**config.mk**
```make
export PLATFORM = sky130hd
export DESIGN_NAME = sram_port_arbiter
export DESIGN_NICKNAME = d
export VERILOG_FILES = /design/src/rtl/sram_arb_pkg.sv /design/src/rtl/rr_arbiter2.sv /design/src/rtl/sram_port_arbiter.sv
export SDC_FILE = /design/constraint.sdc
export NUM_CORES = 1
export LEC_CHECK = 0
export BUFFER_PORTS_ARGS = -buffer_cell sky130_fd_sc_hd__buf_2
export CORE_AREA = 2 2 80 82
export CTS_CLUSTER_SIZE = 28
export DETAILED_ROUTE_END_ITERATION = 8
export DIE_AREA = 0 0 82 84
export MAX_ROUTING_LAYER = met4
export PLACE_DENSITY_LB_ADDON = 0.12
export SYNTH_ARGS = -nofsm -noshare
export SYNTH_HDL_FRONTEND = slang
export SYNTH_SLANG_ARGS = --single-unit
```
**constraint.sdc**
```tcl
create_clock -name clk -period 1.45 [get_ports clk]
set_input_delay 0.0725 -clock clk [delete_from_list [all_inputs] [get_ports clk]]
set_output_delay 0.0725 -clock clk [all_outputs]
set_load 0.005 [all_outputs]
```
**src/rtl/sram_arb_pkg.sv**
```systemverilog
// -----------------------------------------------------------------------------
// sram_arb_pkg
//   Shared types and constants for the SRAM port arbiter slice.
//   - arb_state_t : sequencer states (S_INIT only used when SRAM_ARB_INIT_EN
//                   is defined, S_SERVE otherwise the only live state)
//   - NUM_REQ     : number of requesters sharing the SRAM port
//   - sram_req_t  : request bundle {addr, we, wdata} for the default geometry
//                   (32-bit words, 1024 deep, one 32-bit write granule)
// -----------------------------------------------------------------------------
package sram_arb_pkg;

    localparam int NUM_REQ        = 2;

    localparam int ARB_DATA_WIDTH = 32;
    localparam int ARB_DATA_DEPTH = 1024;
    localparam int ARB_BYTE_SIZE  = 32;
    localparam int ARB_ADDR_WIDTH = $clog2(ARB_DATA_DEPTH);
    localparam int ARB_MASK_WIDTH = ARB_DATA_WIDTH / ARB_BYTE_SIZE;

    typedef enum logic {
        S_INIT  = 1'b0,
        S_SERVE = 1'b1
    } arb_state_t;

    typedef struct packed {
        logic [ARB_ADDR_WIDTH-1:0] addr;
        logic [ARB_MASK_WIDTH-1:0] we;
        logic [ARB_DATA_WIDTH-1:0] wdata;
    } sram_req_t;

endpackage

```
**src/rtl/rr_arbiter2.sv**
```systemverilog
// -----------------------------------------------------------------------------
// rr_arbiter2
//   Two-way round-robin arbiter. A lone valid requester is granted at once;
//   when both are valid the requester named by the priority pointer wins.
//   After every grant the pointer moves to the other requester.
//
//   Ports
//     clk, rst_n  : clock, asynchronous active-low reset
//     enable      : arbitration allowed this cycle (grant forced to 0 if low)
//     valid[1:0]  : request valid per requester
//     grant[1:0]  : one-hot grant, or zero when nothing is granted
//     grant_idx   : index of the granted requester (meaningful when |grant)
// -----------------------------------------------------------------------------
module rr_arbiter2 (
    input  logic       clk,
    input  logic       rst_n,
    input  logic       enable,
    input  logic [1:0] valid,
    output logic [1:0] grant,
    output logic       grant_idx
);

    logic prio_q;

    always_comb begin
        grant     = 2'b00;
        grant_idx = 1'b0;
        if (enable) begin
            unique case (valid)
                2'b01: begin
                    grant     = 2'b01;
                    grant_idx = 1'b0;
                end
                2'b10: begin
                    grant     = 2'b10;
                    grant_idx = 1'b1;
                end
                2'b11: begin
                    grant     = prio_q ? 2'b10 : 2'b01;
                    grant_idx = prio_q;
                end
                default: ;
            endcase
        end
    end

    // Pointer always moves away from whoever was just served, so a requester
    // that lost a tie is guaranteed to win the next one.
    always_ff @(posedge clk or negedge rst_n) begin
        if (!rst_n) begin
            prio_q <= 1'b0;
        end else if (|grant) begin
            prio_q <= ~grant_idx;
        end
    end

endmodule

```
**src/rtl/sram_port_arbiter.sv**
```systemverilog
// -----------------------------------------------------------------------------
// sram_port_arbiter
//   Shares one port of a dual-port SRAM between two requesters with
//   round-robin arbitration, one access per cycle. Read data comes back on a
//   shared bus one cycle after the grant, straight from the SRAM output.
//
//   Build option: define SRAM_ARB_INIT_EN to add a post-reset zero-fill sweep
//   (S_INIT) that writes 0 to every word before requests are accepted.
//
//   Handshake: a request transfers in the cycle where req_valid_i[k] and
//   req_ready_o[k] are both high. The requester holds valid/addr/we/wdata
//   until ready. A granted read (we == 0) answers with resp_valid_o[k] in the
//   next cycle; the data on resp_rdata_o is only valid in that cycle.
//
//   Ports
//     clk, rst_n        : clock, asynchronous active-low reset
//     req_valid_i[k]    : request valid, requester k
//     req_ready_o[k]    : grant, one-hot or zero
//     req_addr_i[k]     : word address
//     req_we_i[k]       : write granule mask, all-zero = read
//     req_wdata_i[k]    : write data
//     resp_valid_o[k]   : read response valid for requester k
//     resp_rdata_o      : read data (shared)
//     sram_*            : SRAM port (1-cycle read latency)
//     init_done_o       : block is accepting requests
// -----------------------------------------------------------------------------
module sram_port_arbiter
    import sram_arb_pkg::*;
#(
    parameter int DATA_WIDTH = 32,
    parameter int DATA_DEPTH = 1024,
    parameter int BYTE_SIZE  = 32
) (
    input  logic                                                   clk,
    input  logic                                                   rst_n,
    input  logic [NUM_REQ-1:0]                                     req_valid_i,
    output logic [NUM_REQ-1:0]                                     req_ready_o,
    input  logic [NUM_REQ-1:0][$clog2(DATA_DEPTH)-1:0]             req_addr_i,
    input  logic [NUM_REQ-1:0][DATA_WIDTH/BYTE_SIZE-1:0]           req_we_i,
    input  logic [NUM_REQ-1:0][DATA_WIDTH-1:0]                     req_wdata_i,
    output logic [NUM_REQ-1:0]                                     resp_valid_o,
    output logic [DATA_WIDTH-1:0]                                  resp_rdata_o,
    output logic                                                   sram_en_o,
    output logic [$clog2(DATA_DEPTH)-1:0]                          sram_addr_o,
    output logic [DATA_WIDTH/BYTE_SIZE-1:0]                        sram_we_o,
    output logic [DATA_WIDTH-1:0]                                  sram_wdata_o,
    input  logic [DATA_WIDTH-1:0]                                  sram_rdata_i,
    output logic                                                   init_done_o
);

    localparam int ADDR_W = $clog2(DATA_DEPTH);
    localparam int MASK_W = DATA_WIDTH / BYTE_SIZE;

    typedef struct packed {
        logic [ADDR_W-1:0]     addr;
        logic [MASK_W-1:0]     we;
        logic [DATA_WIDTH-1:0] wdata;
    } req_t;

    arb_state_t         state;
    logic               serve_en;
    logic [NUM_REQ-1:0] grant;
    logic               grant_idx;
    req_t               sel;
    logic [NUM_REQ-1:0] resp_valid_q;

    // -------------------------------------------------------------------------
    // Sequencer
    // -------------------------------------------------------------------------
`ifdef SRAM_ARB_INIT_EN
    arb_state_t        state_q;
    logic [ADDR_W-1:0] sweep_cnt_q;
    logic              init_done_q;

    always_ff @(posedge clk or negedge rst_n) begin
        if (!rst_n) begin
            state_q     <= S_INIT;
            sweep_cnt_q <= '0;
            init_done_q <= 1'b0;
        end else begin
            unique case (state_q)
                S_INIT: begin
                    sweep_cnt_q <= sweep_cnt_q + 1'b1;
                    if (sweep_cnt_q == ADDR_W'(DATA_DEPTH - 1)) begin
                        state_q     <= S_SERVE;
                        init_done_q <= 1'b1;
                    end
                end
                S_SERVE: ;
                default: state_q <= S_INIT;
            endcase
        end
    end

    assign state       = state_q;
    assign init_done_o = init_done_q;
`else
    assign state       = S_SERVE;
    assign init_done_o = 1'b1;
`endif

    // Qualifying with rst_n keeps the SRAM port and grants quiet while reset
    // is held, even though the FSM already sits in its reset state.
    assign serve_en = rst_n && (state == S_SERVE);

    // -------------------------------------------------------------------------
    // Arbitration and request select
    // -------------------------------------------------------------------------
    rr_arbiter2 u_rr_arbiter2 (
        .clk       (clk),
        .rst_n     (rst_n),
        .enable    (serve_en),
        .valid     (req_valid_i),
        .grant     (grant),
        .grant_idx (grant_idx)
    );

    always_comb begin
        sel.addr  = req_addr_i[grant_idx];
        sel.we    = req_we_i[grant_idx];
        sel.wdata = req_wdata_i[grant_idx];
    end

    assign req_ready_o = grant;

    // -------------------------------------------------------------------------
    // SRAM port drive (same cycle as the grant)
    // -------------------------------------------------------------------------
    always_comb begin
        sram_en_o    = 1'b0;
        sram_addr_o  = '0;
        sram_we_o    = '0;
        sram_wdata_o = '0;
`ifdef SRAM_ARB_INIT_EN
        if (rst_n && (state == S_INIT)) begin
            sram_en_o    = 1'b1;
            sram_addr_o  = sweep_cnt_q;
            sram_we_o    = '1;
            sram_wdata_o = '0;
        end else
`endif
        if (|grant) begin
            sram_en_o    = 1'b1;
            sram_addr_o  = sel.addr;
            sram_we_o    = sel.we;
            sram_wdata_o = sel.wdata;
        end
    end

    // -------------------------------------------------------------------------
    // Read response: one cycle after a read grant, data passed straight through
    // -------------------------------------------------------------------------
    always_ff @(posedge clk or negedge rst_n) begin
        if (!rst_n) begin
            resp_valid_q <= '0;
        end else begin
            resp_valid_q <= (sel.we == '0) ? grant : '0;
        end
    end

    assign resp_valid_o = resp_valid_q;
    assign resp_rdata_o = sram_rdata_i;

endmodule

```
* Word level (Yosys, flattened, before mapping)
Cells that the tools add are included.
** Storage, ports and cells
- Register bits after elaboration :: 3
- Output and inout port bits :: 81
- Logic and storage cells :: 24
** Cells by class
- Magnitude comparators :: 1
- Eq/ne operators :: 3
- Mux-type cells :: 16
- Bitwise operators :: 1
- Reduce and logical (&&, ||, !) cells :: 1
** Operator list (count)
- $mux W32 :: 3
- $mux W10 :: 3
- $mux W2 :: 3
- $pmux W2 S3 :: 1
- $mux W1 :: 5
- $eq A2 B2 Y1 const B :: 2
- $eq A2 B1 Y1 const B :: 1
- $lt A1 B2 Y1 const B :: 1
- $pmux W1 S2 :: 1
- $reduce_or A2 Y1 :: 1
- $not A1 Y1 :: 1

* Depth between registers and ports, before layout
Gate-level depths: netlist of run 1.
- Word-level depth :: 6
- Depth in mapped cells :: 4

* Modules after synthesis
Synthesis of run 1 repeated with hierarchy kept, for this count alone.
** Second synthesis, totals
- Cells, all modules :: 144
- Area, all modules :: 1116.1 µm²
** Modules (own cells, without submodules)
- sram_port_arbiter :: times used 1, cells each 135, area an instance 1049.8 µm²
- rr_arbiter2 :: times used 1, cells each 9, area an instance 66.3 µm²

* Worst setup path before layout of run 1
OpenSTA, ideal clock, no wires.
- Path type :: register to output
- Start :: reg u_rr_arbiter2.prio_q
- End :: out sram_wdata_o[10]
- Data arrival time :: 0.986 ns
- Data required time :: 1.378 ns
- Slack :: 0.391 ns
- Stages on the path, launching flop included :: 5
- Cell sequence :: dfrtp_1 > nor2b_1 > buf_6 > buf_6 > o32ai_2
** Between the ends
- Cells in the longest elaborated chain, start to end :: 5
- Elaborated cells on any way between the ends :: 9
- Classes of those cells :: 8 x mux; 1 x reduce/logical
** RTL lines
- start: declaration :: RTL line rr_arbiter2.sv:23 : logic prio_q;
- start signal: assignment :: RTL line rr_arbiter2.sv:53 : prio_q <= ~grant_idx;
- $mux W2 / $pmux W1 S2 (equally long branches) :: RTL line rr_arbiter2.sv:39, rr_arbiter2.sv:29
- $pmux W2 S3 / $mux W1 (equally long branches) :: RTL line rr_arbiter2.sv:29, rr_arbiter2.sv:28
- $mux W2 / $mux W32 (equally long branches) :: RTL line rr_arbiter2.sv:28, sram_port_arbiter.sv:121
- $reduce_or A2 Y1 / $mux W32 (equally long branches) :: RTL line sram_port_arbiter.sv:142, sram_port_arbiter.sv:121
- $mux W32 (*) :: RTL line sram_port_arbiter.sv:142 : if (|grant) begin
- end: declaration :: RTL line sram_port_arbiter.sv:46 : output logic [DATA_WIDTH-1:0] sram_wdata_o,
Every way passes the cells marked *; elsewhere a longest branch is shown, timed or not. The select of a mux whose other input is x is not followed.

* Worst setup path in the final report of run 1
- Start :: reg u_rr_arbiter2.prio_q
- End :: out sram_addr_o[3]
** Between the ends
- Cells in the longest elaborated chain, start to end :: 5
- Elaborated cells on any way between the ends :: 9
- Classes of those cells :: 8 x mux; 1 x reduce/logical
** RTL lines
- $mux W2 / $pmux W1 S2 (equally long branches) :: RTL line rr_arbiter2.sv:39, rr_arbiter2.sv:29
- $pmux W2 S3 / $mux W1 (equally long branches) :: RTL line rr_arbiter2.sv:29, rr_arbiter2.sv:28
- $mux W2 / $mux W10 (equally long branches) :: RTL line rr_arbiter2.sv:28, sram_port_arbiter.sv:119
- $reduce_or A2 Y1 / $mux W10 (equally long branches) :: RTL line sram_port_arbiter.sv:142, sram_port_arbiter.sv:119
- $mux W10 (*) :: RTL line sram_port_arbiter.sv:142
- end: declaration :: RTL line sram_port_arbiter.sv:44 : output logic [$clog2(DATA_DEPTH)-1:0] sram_addr_o,
Marked as above.

==> results of run 1 <==
[per-stage QoR]
step                area [um^2]  total power [W]  utilization [%]  cells
finish                     2210          0.00112             36.2    374
floorplan                  1600         0.000640                -    202
global route               2210          0.00121             36.2    374
detailed placement         2110         0.000851             34.5    367
CTS                        2160          0.00110             35.5    372
global placement           2110         0.000850             34.5    367
[cell families (layout without fill, tap and decap cells)]
group | after synthesis | in the layout
simple gates | 91 | 91
buf+inv | 58 | 153
compound gates | 49 | 49
flops | 3 | 3
other cells | 1 | 1
[power by group]
| part | switching, W | total, W | internal [W] |
|---|---|---|---|
| sequential | 0.0000118 | 0.000105 | 0.0000933 |
| combinational | 0.000385 | 0.000772 | 0.000388 |
| clock | 0.0000562 | 0.000244 | 0.000188 |
[how the worst max path moves through the flow]
stage	depth (start not counted)	start	end	slack (ns)
after floorplan	4	u_rr_arbiter2.prio_q	sram_wdata_o[10]	0.39
after global placement	4	u_rr_arbiter2.prio_q	sram_wdata_o[21]	0.20
after detailed placement	4	u_rr_arbiter2.prio_q	sram_wdata_o[21]	0.21
after CTS	4	u_rr_arbiter2.prio_q	sram_wdata_o[0]	0.002
after global routing	4	u_rr_arbiter2.prio_q	sram_wdata_o[1]	-0.02
final	4	u_rr_arbiter2.prio_q	sram_addr_o[3]	0.02
[state kept, by name (all words and copies together) (netlist names)]
signal and cells:
u_rr_arbiter2.prio_q 1, resp_valid_o 2
[layer usage]
layer	vias to the layer above	routed length, um	track usage, %
met5	-	0	-
met4	0	109	4.70
met3	14	507	2.49
met2	89	2480	24.5
met1	824	2060	14.4
li1	879	-	-
[cells in the final DEF (no fill, tap or decap), types with 2 or more instances in the layout]
cell	count
o32ai_2	39
nand2_1	88
buf_4	2
dfrtp_1	2
buf_12	7
o32ai_4	2
a21oi_1	2
buf_2	137
o32ai_1	2
clkbuf_8	3
[area by class of cell]
| type | count | share of cell area [%] |
|---|---|---|
| clock buffers | 4 | 2.04 |
| well taps | 77 | 4.36 |
| flip-flops and latches | 3 | 3.46 |
| multi-input cells | 141 | 50.3 |
| repair buffers | 148 | 39.7 |
| inverters | 1 | 0.170 |
[timing repair]
item / in CTS / in global routing
pin swaps: 0 / 0
hold endpoints to repair: 3 / 0
hold buffers: 1 / 0
cloned: 0 / 1
endpoints found under the setup margin: 29 / 30
setup buffers: 0 / 1
gates resized for setup: 1 / 2
==> run_results.csv, run 1 <==
group,metric,value,unit
drt,route.detailed.drc,0,
logic_synthesis,synth-xor-area-share,0,%
logic_synthesis,yosys.area_share.simple,21.6,%
clock_network,numCtsBuffers,3,
timing,fin_ws,0.0197,ns
logic_synthesis,synth-adder-area-share,0,%
finish,nets,420,
clock_network,cts_tree,"yes",
worst_hold_path,min_path_type,"in -> reg",
logic_synthesis,synth_top_cell_by_area,"o32ai_2",
timing,tns,0,ns
setup_path,cp_max_fo,15,
timing,holdWs,0.0271,ns
clock_network,clk_path_buf_depth,2,
logic_synthesis,synth_top_family_by_area,"compound AO/OA/AOI/OAI gates",
setup_path,crit_path_end_kind,"output pin",
floorplanning,io_pins,203,
worst_hold_path,hp-start,"req_we_i[1]",
finish,areaGrowthSynthToFinish,38.0,%
finish,multiInputGateArea,0.00111,mm^2
drt,wl_per_cell,13.8,um
logic_synthesis,async_flop_share,100,%
drt,ant_nets,0,
logic_synthesis,synth_nets,324,
floorplanning,die_area,0.00689,mm^2
logic_synthesis,synth_top_area_share,38.6,%
logic_synthesis,yosys_most_used_dff,"dfrtp_1",
setup_path,path_cells,"a21bo_4 > clkbuf_16 > o32ai_2 > buf_2",
power,powerDensity,508,mW/mm^2
logic_synthesis,synth_edf_count,0,
timing,max_freq,699,MHz
placement,gp_congestion,0.702,
logic_synthesis,syn_avg_cell_area,7.92,um^2
drt,dr.first_iter.drc_count,41,
placement,hpwl,3740,um
logic_synthesis,ys_ff_latch,3,
floorplanning,design.core.area,0.00610,mm^2
worst_hold_path,min_to,"resp_valid_o[1]",
global_routing,grt_first_pass_wirelength,7340,um
logic_synthesis,ys_top_cells_by_area,"o32ai_2, nand2_1, buf_4",
setup_path,path_buf_inv,2,
setup_path,critPathKind,"reg -> out",
clock_network,htreeDepth,1,
global_routing,grt_max_degree,57,
timing,setup_viol,0,
setup_path,rrSetupSlack,0.42,ns
finish,drive_gt1_share,65.7,%
power,p_leak,1.10,nW
setup_path,reg2reg_to,"resp_valid_o[1]",
logic_synthesis,synthMuxAreaShare,0,%
setup_path,critPathSlowestCell,"dfrtp_2",
logic_synthesis,yosysSeqAreaShare,4.69,%
floorplanning,die_w,82,um
timing,finalWorstPathRequiredPeriod,1.43,ns
clock_network,insertion_delay,0.21,ns
setup_path,crit_arrival,1.36,ns
drt,via_count,1806,
setup_path,ff2ff_path_depth,3,
timing,finClkSkew,0.000489,ns
drt,drt-total-wl,5150,um
placement,pre_cts_ws,0.209,ns
global_routing,antenna_found_initial,0,
timing,period_share,98.6,%
setup_path,crit_path_max_incr_delay,0.44,ns
finish,regArea,76.3,um^2
placement,port_buffers,137,
clock_network,clkSinkCount,3,
global_routing,grt_pass1_vias,1637,
clock_network,cts_root_buffer,"clkbuf_8",
logic_synthesis,synth_common_cells,"nand2_1, buf_4, o32ai_2, buf_6, buf_2",
logic_synthesis,yosysMostFrequentCell,"nand2_1",
drt,drt_pass1_iterations,4,
setup_path,critPathTopFamily,"flip-flops",
setup_path,r2r-start,"u_rr_arbiter2.prio_q",
logic_synthesis,synth_compound_area_share,46.3,%
power,vdd_drop_max,0.263,mV
worst_hold_path,hold_path_depth,2,
timing,rsz0062_at_grt,"true",
timing,report.final.slew_viol_count,0,
logic_synthesis,synth_warnings,0,
setup_path,worstPathRequired,1.38,ns
clock_network,clk_pin_slew,0.03,ns
logic_synthesis,synth_area,0.00160,mm^2
global_routing,track_usage,13.6,%
finish,diodes,0,
setup_path,crit_path_start_kind,"register",
logic_synthesis,synth_cell_types,19,
drt,avgViaCountPerCell,4.83,
logic_synthesis,netlist_instances,202,
timing,hold_viol_final,0,
flow_run,drv_cap,0,
status,status,"finished, final reports clean",
floorplanning,die-height,84,um
floorplanning,initial_core_util,26.3,%
floorplanning,rows,29,
finish,fillCellCount,667,
global_routing,grt-ovfl-total,0,
Power figures use the tool's default switching activity.
==> run 2, diff against run 1 <==
- CORE_AREA: 2 2 80 82 -> 2 2 78 80
- DIE_AREA: 0 0 82 84 -> 0 0 80 82
- SLEW_MARGIN: unset -> 0
- SYNTH_HIERARCHICAL: unset -> 1
==> run 2 against run 1 <==
Compared with the run above: the run now ends with setup timing left; flip-flop and latch count stayed put; worst setup slack lost 0.16 ns; largest power group unchanged; register-to-register slack worse by 0.48 ns; core utilization down 3.3 points; clock-buffer cell count did not move; via count is 24% lower; die area shrank 4.8%; sequential share of layout area rose by 0.51 points; clock skew grew 0.0028 ns.
==> run_results.csv, run 2 <==
group,metric,value,unit
status,status,"finished with violations",
status,violations,"setup timing",
placement,pre_cts_ws,0.0203,ns
clock_network,clk_path_buf_depth,2,
timing,period_share,109,%
power,powerDensity,526,mW/mm^2
setup_path,path_cells,"inv_2 > a21oi_4 > buf_6 > buf_12 > mux2i_1 > nor2_2 > buf_2",
clock_network,numCtsBuffers,3,
clock_network,insertion_delay,0.21,ns
drt,avgViaCountPerCell,4.08,
floorplanning,die-height,82,um
drt,ant_nets,0,
power,p_switching,0.000343,W
power,vdd_drop_max,0.278,mV
setup_path,crit_arrival,1.51,ns
setup_path,ff2ff_path_depth,8,
finish,diodes,0,
drt,wl_per_cell,13.5,um
timing,tns,-4.34,ns
global_routing,antenna_found_initial,0,
floorplanning,io_pins,203,
finish,drive_gt1_share,66.4,%
timing,finalWorstPathRequiredPeriod,1.59,ns
floorplanning,design.core.area,0.00575,mm^2
timing,hold_viol_final,0,
finish,layoutNonFillerInstCount,337,
logic_synthesis,synth_cell_types,16,
power,p_comb_share,66.3,%
timing,fin_ws,-0.136,ns
worst_hold_path,min_to,"resp_rdata_o[22]",
global_routing,track_usage,12.3,%
clock_network,clk_pin_slew,0.03,ns
drt,drt-total-wl,4550,um
timing,max_freq,631,MHz
setup_path,critPathSlowestCell,"dfrtp_1",
worst_hold_path,hold_path_depth,0,
clock_network,cts_root_buffer,"clkbuf_8",
global_routing,grt-ovfl-total,0,
timing,holdWs,0.145,ns
setup_path,worstPathRequired,1.38,ns
clock_network,cts_tree,"yes",
setup_path,cp_max_fo,9,
setup_path,crit_path_start_kind,"register",
timing,finClkSkew,0.00329,ns
timing,report.final.slew_viol_count,0,
logic_synthesis,async_flop_share,100,%
worst_hold_path,hp-start,"sram_rdata_i[22]",
setup_path,critPathKind,"reg -> out",
flow_run,drv_cap,0,
setup_path,crit_path_max_incr_delay,0.37,ns
drt,drt_pass1_iterations,4,
drt,via_count,1375,
floorplanning,die_w,80,um
floorplanning,rows,28,
finish,fillCellCount,627,
clock_network,htreeDepth,1,
floorplanning,die_area,0.00656,mm^2
logic_synthesis,yosysMostFrequentCell,"mux2i_1",
placement,gp_congestion,0.732,
power,p_clk_share,23.8,%
placement,hpwl,3410,um
finish,areaGrowthSynthToFinish,69.6,%
logic_synthesis,synth_warnings,6,
worst_hold_path,min_path_type,"in -> out",
power,p_seq_share,9.9,%
placement,port_buffers,137,
logic_synthesis,synth_area,0.00112,mm^2
logic_synthesis,netlist_instances,144,
drt,route.detailed.drc,0,
clock_network,clkSinkCount,3,
logic_synthesis,synth_top_cell_by_area,"mux2i_1",
finish,postLayoutCellArea,0.00189,mm^2
global_routing,grt_first_pass_wirelength,6070,um
setup_path,r2r-start,"u_rr_arbiter2/prio_q",
placement,placed_cell_area,0.00164,mm^2
power,p_leak,1.06,nW
logic_synthesis,synth_common_cells,"mux2i_1, nor2_1, buf_4, nor2_2",
setup_path,crit_path_end_kind,"output pin",
logic_synthesis,ys_ff_latch,3,
setup_path,path_buf_inv,4,
finish,nets,385,
finish,largest_register_ffs,2,
drt,dr.first_iter.drc_count,9,
power,p_sw_share,34.4,%
timing,rsz0062_at_grt,"true",
logic_synthesis,synth_edf_count,0,
timing,setup_viol,46,
power,power.internal,0.000654,W
setup_path,rrSetupSlack,-0.06,ns
setup_path,critPathTopFamily,"buffers and inverters",
placement,dp_cells,320,
logic_synthesis,synth_top_area_share,38.6,%
logic_synthesis,yosysSeqAreaShare,6.73,%
finish,final_cell_mix,"buf_2, mux2i_1, nor2_1",
logic_synthesis,syn_avg_cell_area,7.75,um^2
global_routing,grt_pass1_vias,1224,
logic_synthesis,ys_top_cells_by_area,"mux2i_1, buf_4, nor2_1",
global_routing,grt_max_degree,25,
finish,layout.cells.most_common,"buf_2",
setup_path,reg2reg_to,"resp_valid_o[1]",
logic_synthesis,synth_nets,266,
logic_synthesis,yosys_most_used_dff,"dfrtp_1",
floorplanning,initial_core_util,19.4,%
run 2: changes by cell type in the layout (fill, tap and decap cells not counted), moves of 3 or more:
cell,change
nor2_2,+7
o32ai_2,-39
buf_4,+6
nand2_1,-86
mux2i_2,+3
nor2_1,+35
mux2i_1,+39
run 2: power by group through the flow:
stage               logic, W  registers, W  clock network (W)
floorplan           0.000363     0.0000972                  0
global route        0.000716     0.0000991           0.000256
global placement    0.000563     0.0000971                  0
CTS                 0.000636     0.0000973           0.000246
detailed placement  0.000566     0.0000972                  0
finish              0.000661     0.0000982           0.000238
run 2: logic make-up (layout without fill, tap and decap cells):
| group | after synthesis | in the layout | synth area share (%) |
|---|---|---|---|
| AND/OR/NAND/NOR | 49 | 49 | 19.4 |
| buffers and inverters | 44 | 162 | 32.8 |
| multiplexers | 43 | 43 | 38.6 |
| AO/OA/AOI/OAI | 4 | 4 | 2.13 |
| flip-flops | 3 | 3 | 6.73 |
| other | 1 | 1 | 0.336 |
run 2: how the worst max path moves through the flow:
stage	from	to	slack (ns)	depth (start not counted)
6_report	u_rr_arbiter2/prio_q	sram_wdata_o[7]	-0.14	7
4_1_cts	u_rr_arbiter2/prio_q	sram_addr_o[7]	-0.13	7
3_5_place_dp	u_rr_arbiter2/prio_q	sram_wdata_o[13]	0.02	6
5_1_grt	u_rr_arbiter2/prio_q	sram_we_o	-0.22	7
3_3_place_gp	u_rr_arbiter2/prio_q	sram_wdata_o[13]	0.03	6
2_1_floorplan	u_rr_arbiter2/prio_q	sram_addr_o[1]	0.24	6
run 2: what timing repair did:
item,4_1_cts,5_1_grt
endpoints found under the hold margin,3,0
gates resized for setup,8,7
buffers inserted,5,4
pin swaps,3,2
endpoints found under the setup margin,44,46
hold buffers,1,0
gates cloned,3,1
run 2: area by class of cell:
| type | count | area (um^2) | share of cell area (%) |
|---|---|---|---|
| well taps | 75 | 93.8 | 4.96 |
| flip-flops and latches | 3 | 75.1 | 3.97 |
| inverters | 2 | 7.51 | 0.397 |
| multi-input cells | 97 | 713 | 37.7 |
| clock buffers | 4 | 45.0 | 2.38 |
| repair buffers | 156 | 958 | 50.6 |
run 2: metrics by stage:
| step | power (W) | utilization, % |
|---|---|---|
| after global placement | 0.000660 | 28.6 |
| after detailed placement | 0.000663 | 28.6 |
| final | 0.000997 | 32.9 |
| after floorplan | 0.000460 | - |
| after CTS | 0.000979 | 31.9 |
| after global routing | 0.00107 | 32.9 |
run 2: layer usage:
| metal | vias to the layer above | GRT usage (%) | routed length (um) |
|---|---|---|---|
| met5 | - | - | 0 |
| met4 | 0 | 3.22 | 57 |
| met3 | 16 | 2.97 | 476 |
| met2 | 103 | 25.3 | 2450 |
| met1 | 584 | 11.1 | 1570 |
| li1 | 672 | - | - |
==> run 3, diff against run 2 <==
- ABC_AREA: unset -> 1
==> run 3 against run 2 <==
Compared with the run above: the flow still finishes with violations (setup timing); register-to-register slack better by 0.32 ns; critical path type unchanged; clock power hardly changed; highest routed layer unchanged; die area stayed put; area after synthesis is 19% higher; maximum frequency is 5.3% higher; clock-buffer cell count stayed put; via count is 37% higher; non-clock buffer count is 3 lower; worst hold slack worse by 0.0016 ns.
==> run_results.csv, run 3 <==
group,metric,value,unit
setup_path,crit_path_start_kind,"register",
logic_synthesis,yosysMostFrequentCell,"nand2_1",
floorplanning,io_pins,203,
finish,diodes,0,
setup_path,crit_arrival,1.43,ns
timing,finalWorstPathRequiredPeriod,1.51,ns
finish,layout.cells.most_common,"buf_2",
timing,rsz0062_at_grt,"true",
clock_network,insertion_delay,0.21,ns
placement,hpwl,3130,um
clock_network,clk_pin_slew,0.03,ns
floorplanning,die_area,0.00656,mm^2
finish,final_cell_mix,"buf_2, nor2_1, nand2_1",
power,p_clk_share,21.7,%
timing,max_freq,664,MHz
global_routing,track_usage,11.3,%
logic_synthesis,synth_area,0.00133,mm^2
finish,postLayoutCellArea,0.00228,mm^2
status,violations,"setup timing",
floorplanning,die_w,80,um
timing,report.final.slew_viol_count,0,
placement,port_buffers,137,
floorplanning,die-height,82,um
logic_synthesis,yosysSeqAreaShare,5.66,%
clock_network,htreeDepth,1,
drt,wl_per_cell,10.4,um
finish,drive_gt1_share,49.4,%
global_routing,grt_pass1_vias,1510,
logic_synthesis,synth_top_cell_by_area,"nand2_1",
finish,fillCellCount,666,
global_routing,met1_usage,11.4,%
power,powerDensity,478,mW/mm^2
logic_synthesis,synth_warnings,6,
drt,ant_nets,0,
flow_run,drv_cap,0,
logic_synthesis,synth_edf_count,0,
logic_synthesis,ys_ff_latch,3,
logic_synthesis,syn_avg_cell_area,4.59,um^2
finish,fin_util,39.7,%
logic_synthesis,synth_nets,411,
global_routing,grt_first_pass_wirelength,6070,um
power,p_comb_share,69.5,%
global_routing,grt-ovfl-total,0,
placement,placed_cell_area,0.00184,mm^2
setup_path,critPathKind,"reg -> out",
logic_synthesis,yosys_most_used_dff,"dfrtp_1",
finish,areaGrowthSynthToFinish,72.0,%
logic_synthesis,synth_cell_types,11,
power,p_switching,0.000423,W
clock_network,cts_root_buffer,"clkbuf_8",
setup_path,cp_max_fo,6,
setup_path,worstPathRequired,1.38,ns
clock_network,cts_tree,"yes",
drt,drt-total-wl,4930,um
timing,period_share,104,%
drt,via_count,1881,
floorplanning,design.core.area,0.00575,mm^2
logic_synthesis,ys_top_cells_by_area,"nand2_1, nor2_1, buf_4",
setup_path,crit_path_end_kind,"output pin",
timing,fin_ws,-0.0557,ns
timing,setup_viol,43,
timing,finClkSkew,0.000961,ns
global_routing,use_met2,22.2,%
floorplanning,rows,28,
power,p_sw_share,38.8,%
power,power.internal,0.000668,W
finish,largest_register_ffs,2,
logic_synthesis,synth_top_area_share,26.6,%
timing,hold_viol_final,0,
floorplanning,initial_core_util,23.1,%
power,vdd_drop_max,0.467,mV
drt,route.detailed.drc,0,
drt,dr.first_iter.drc_count,21,
global_routing,grt_max_degree,49,
placement,gp_congestion,0.721,
finish,nets,522,
status,status,"finished with violations",
logic_synthesis,netlist_instances,289,
drt,avgViaCountPerCell,3.97,
drt,drt_pass1_iterations,4,
logic_synthesis,synth_common_cells,"nand2_1, nor2_1, inv_1, buf_4, buf_2",
logic_synthesis,async_flop_share,100,%
global_routing,met3_usage,1.76,%
clock_network,clkSinkCount,3,
clock_network,numCtsBuffers,3,
global_routing,top_usage_layer,"met2",
power,p_leak,1.48,nW
worst_hold_path,min_path_type,"in -> reg",
global_routing,antenna_found_initial,0,
clock_network,clk_path_buf_depth,2,
power,p_seq_share,8.8,%
## run 3: cell count changes after synthesis, sizes merged
cell,change
inv,+51
mux2i,-43
nor2,+43
a21oi,-3
buf,+5
and3,-1
and2,-2
nand2,+95
## run 3: cells by family (layout without fill, tap and decap cells)
kind of cell | Yosys count | in the layout | synth area share [%]
flip-flops | 3 | 3 | 5.66
AND/OR/NAND/NOR | 184 | 184 | 52.6
AO/OA/AOI/OAI | 1 | 1 | 0.377
other | 1 | 1 | 0.283
buffers and inverters | 100 | 210 | 41.0
## run 3: final cells by class
cell class | instances | area (um^2) | share of cell area (%)
flip-flops and latches | 3 | 75.1 | 3.29
repair buffers | 153 | 991 | 43.4
well taps | 75 | 93.8 | 4.11
inverters | 53 | 209 | 9.16
multi-input cells | 186 | 867 | 38.0
clock buffers | 4 | 45.0 | 1.97
## run 3: metal layers
metal	up-vias	part of all wire (%)	routed length (um)
li1	990	-	-
met1	779	38	1870
met2	100	53	2620
met3	12	8.0	396
met4	0	0.77	38
met5	-	0	0
## run 3: worst max-delay path: stages, from the launching register on
cell and delay (ns):
dfrtp_1 0.40, inv_2 0.07, nand2_2 0.06, nand2_4 0.10, inv_4 0.04, inv_4 0.07, nand2_8 0.09, clkbuf_16 0.18
nand2_2 0.06, nor2_2 0.03, buf_2 0.12
## run 3: power by group through the flow
| stage | combinational (W) | clock (W) | sequential [W] |
|---|---|---|---|
| final | 0.000758 | 0.000237 | 0.0000962 |
| after global routing | 0.000855 | 0.000245 | 0.0000965 |
| after CTS | 0.000606 | 0.000238 | 0.0000957 |
| after detailed placement | 0.000569 | 0 | 0.0000958 |
| after global placement | 0.000571 | 0 | 0.0000952 |
| after floorplan | 0.000370 | 0 | 0.0000957 |
## run 3: worst paths after layout
kind	cells past startpoint	end	from	slack, ns
min in group asynchronous	2	u_rr_arbiter2/prio_q	rst_n	0.24
worst min-delay path	4	resp_valid_o[1]	req_we_i[0]	0.14
worst max-delay path	10	sram_wdata_o[0]	u_rr_arbiter2/prio_q	-0.06
worst max register to register	9	resp_valid_o[0]	u_rr_arbiter2/prio_q	0.26
worst min register to register	3	resp_valid_o[0]	u_rr_arbiter2/prio_q	0.67
max in group asynchronous	2	resp_valid_o[0]	rst_n	1.06
## run 3: stage by stage
stage,hold slack [ns],cells,setup WS (ns),power [W],setup TNS [ns]
2_1_floorplan,-0.223,289,0.250,0.000466,0
3_3_place_gp,-0.116,458,0.142,0.000666,0
3_5_place_dp,-0.113,458,0.142,0.000665,0
4_1_cts,0.145,465,-0.0463,0.000939,-0.304
5_1_grt,0.145,474,-0.127,0.00120,-4.13
6_report,0.143,474,-0.0557,0.00109,-1.46
## run 3: repair_timing
| item | CTS | global route |
|---|---|---|
| pin swaps | 2 | 3 |
| cloned | 1 | 8 |
| hold endpoints to repair | 3 | 0 |
| resized for setup | 7 | 49 |
| endpoints found under the setup margin | 43 | 43 |
| hold buffers | 1 | 0 |
| setup buffers | 1 | 1 |
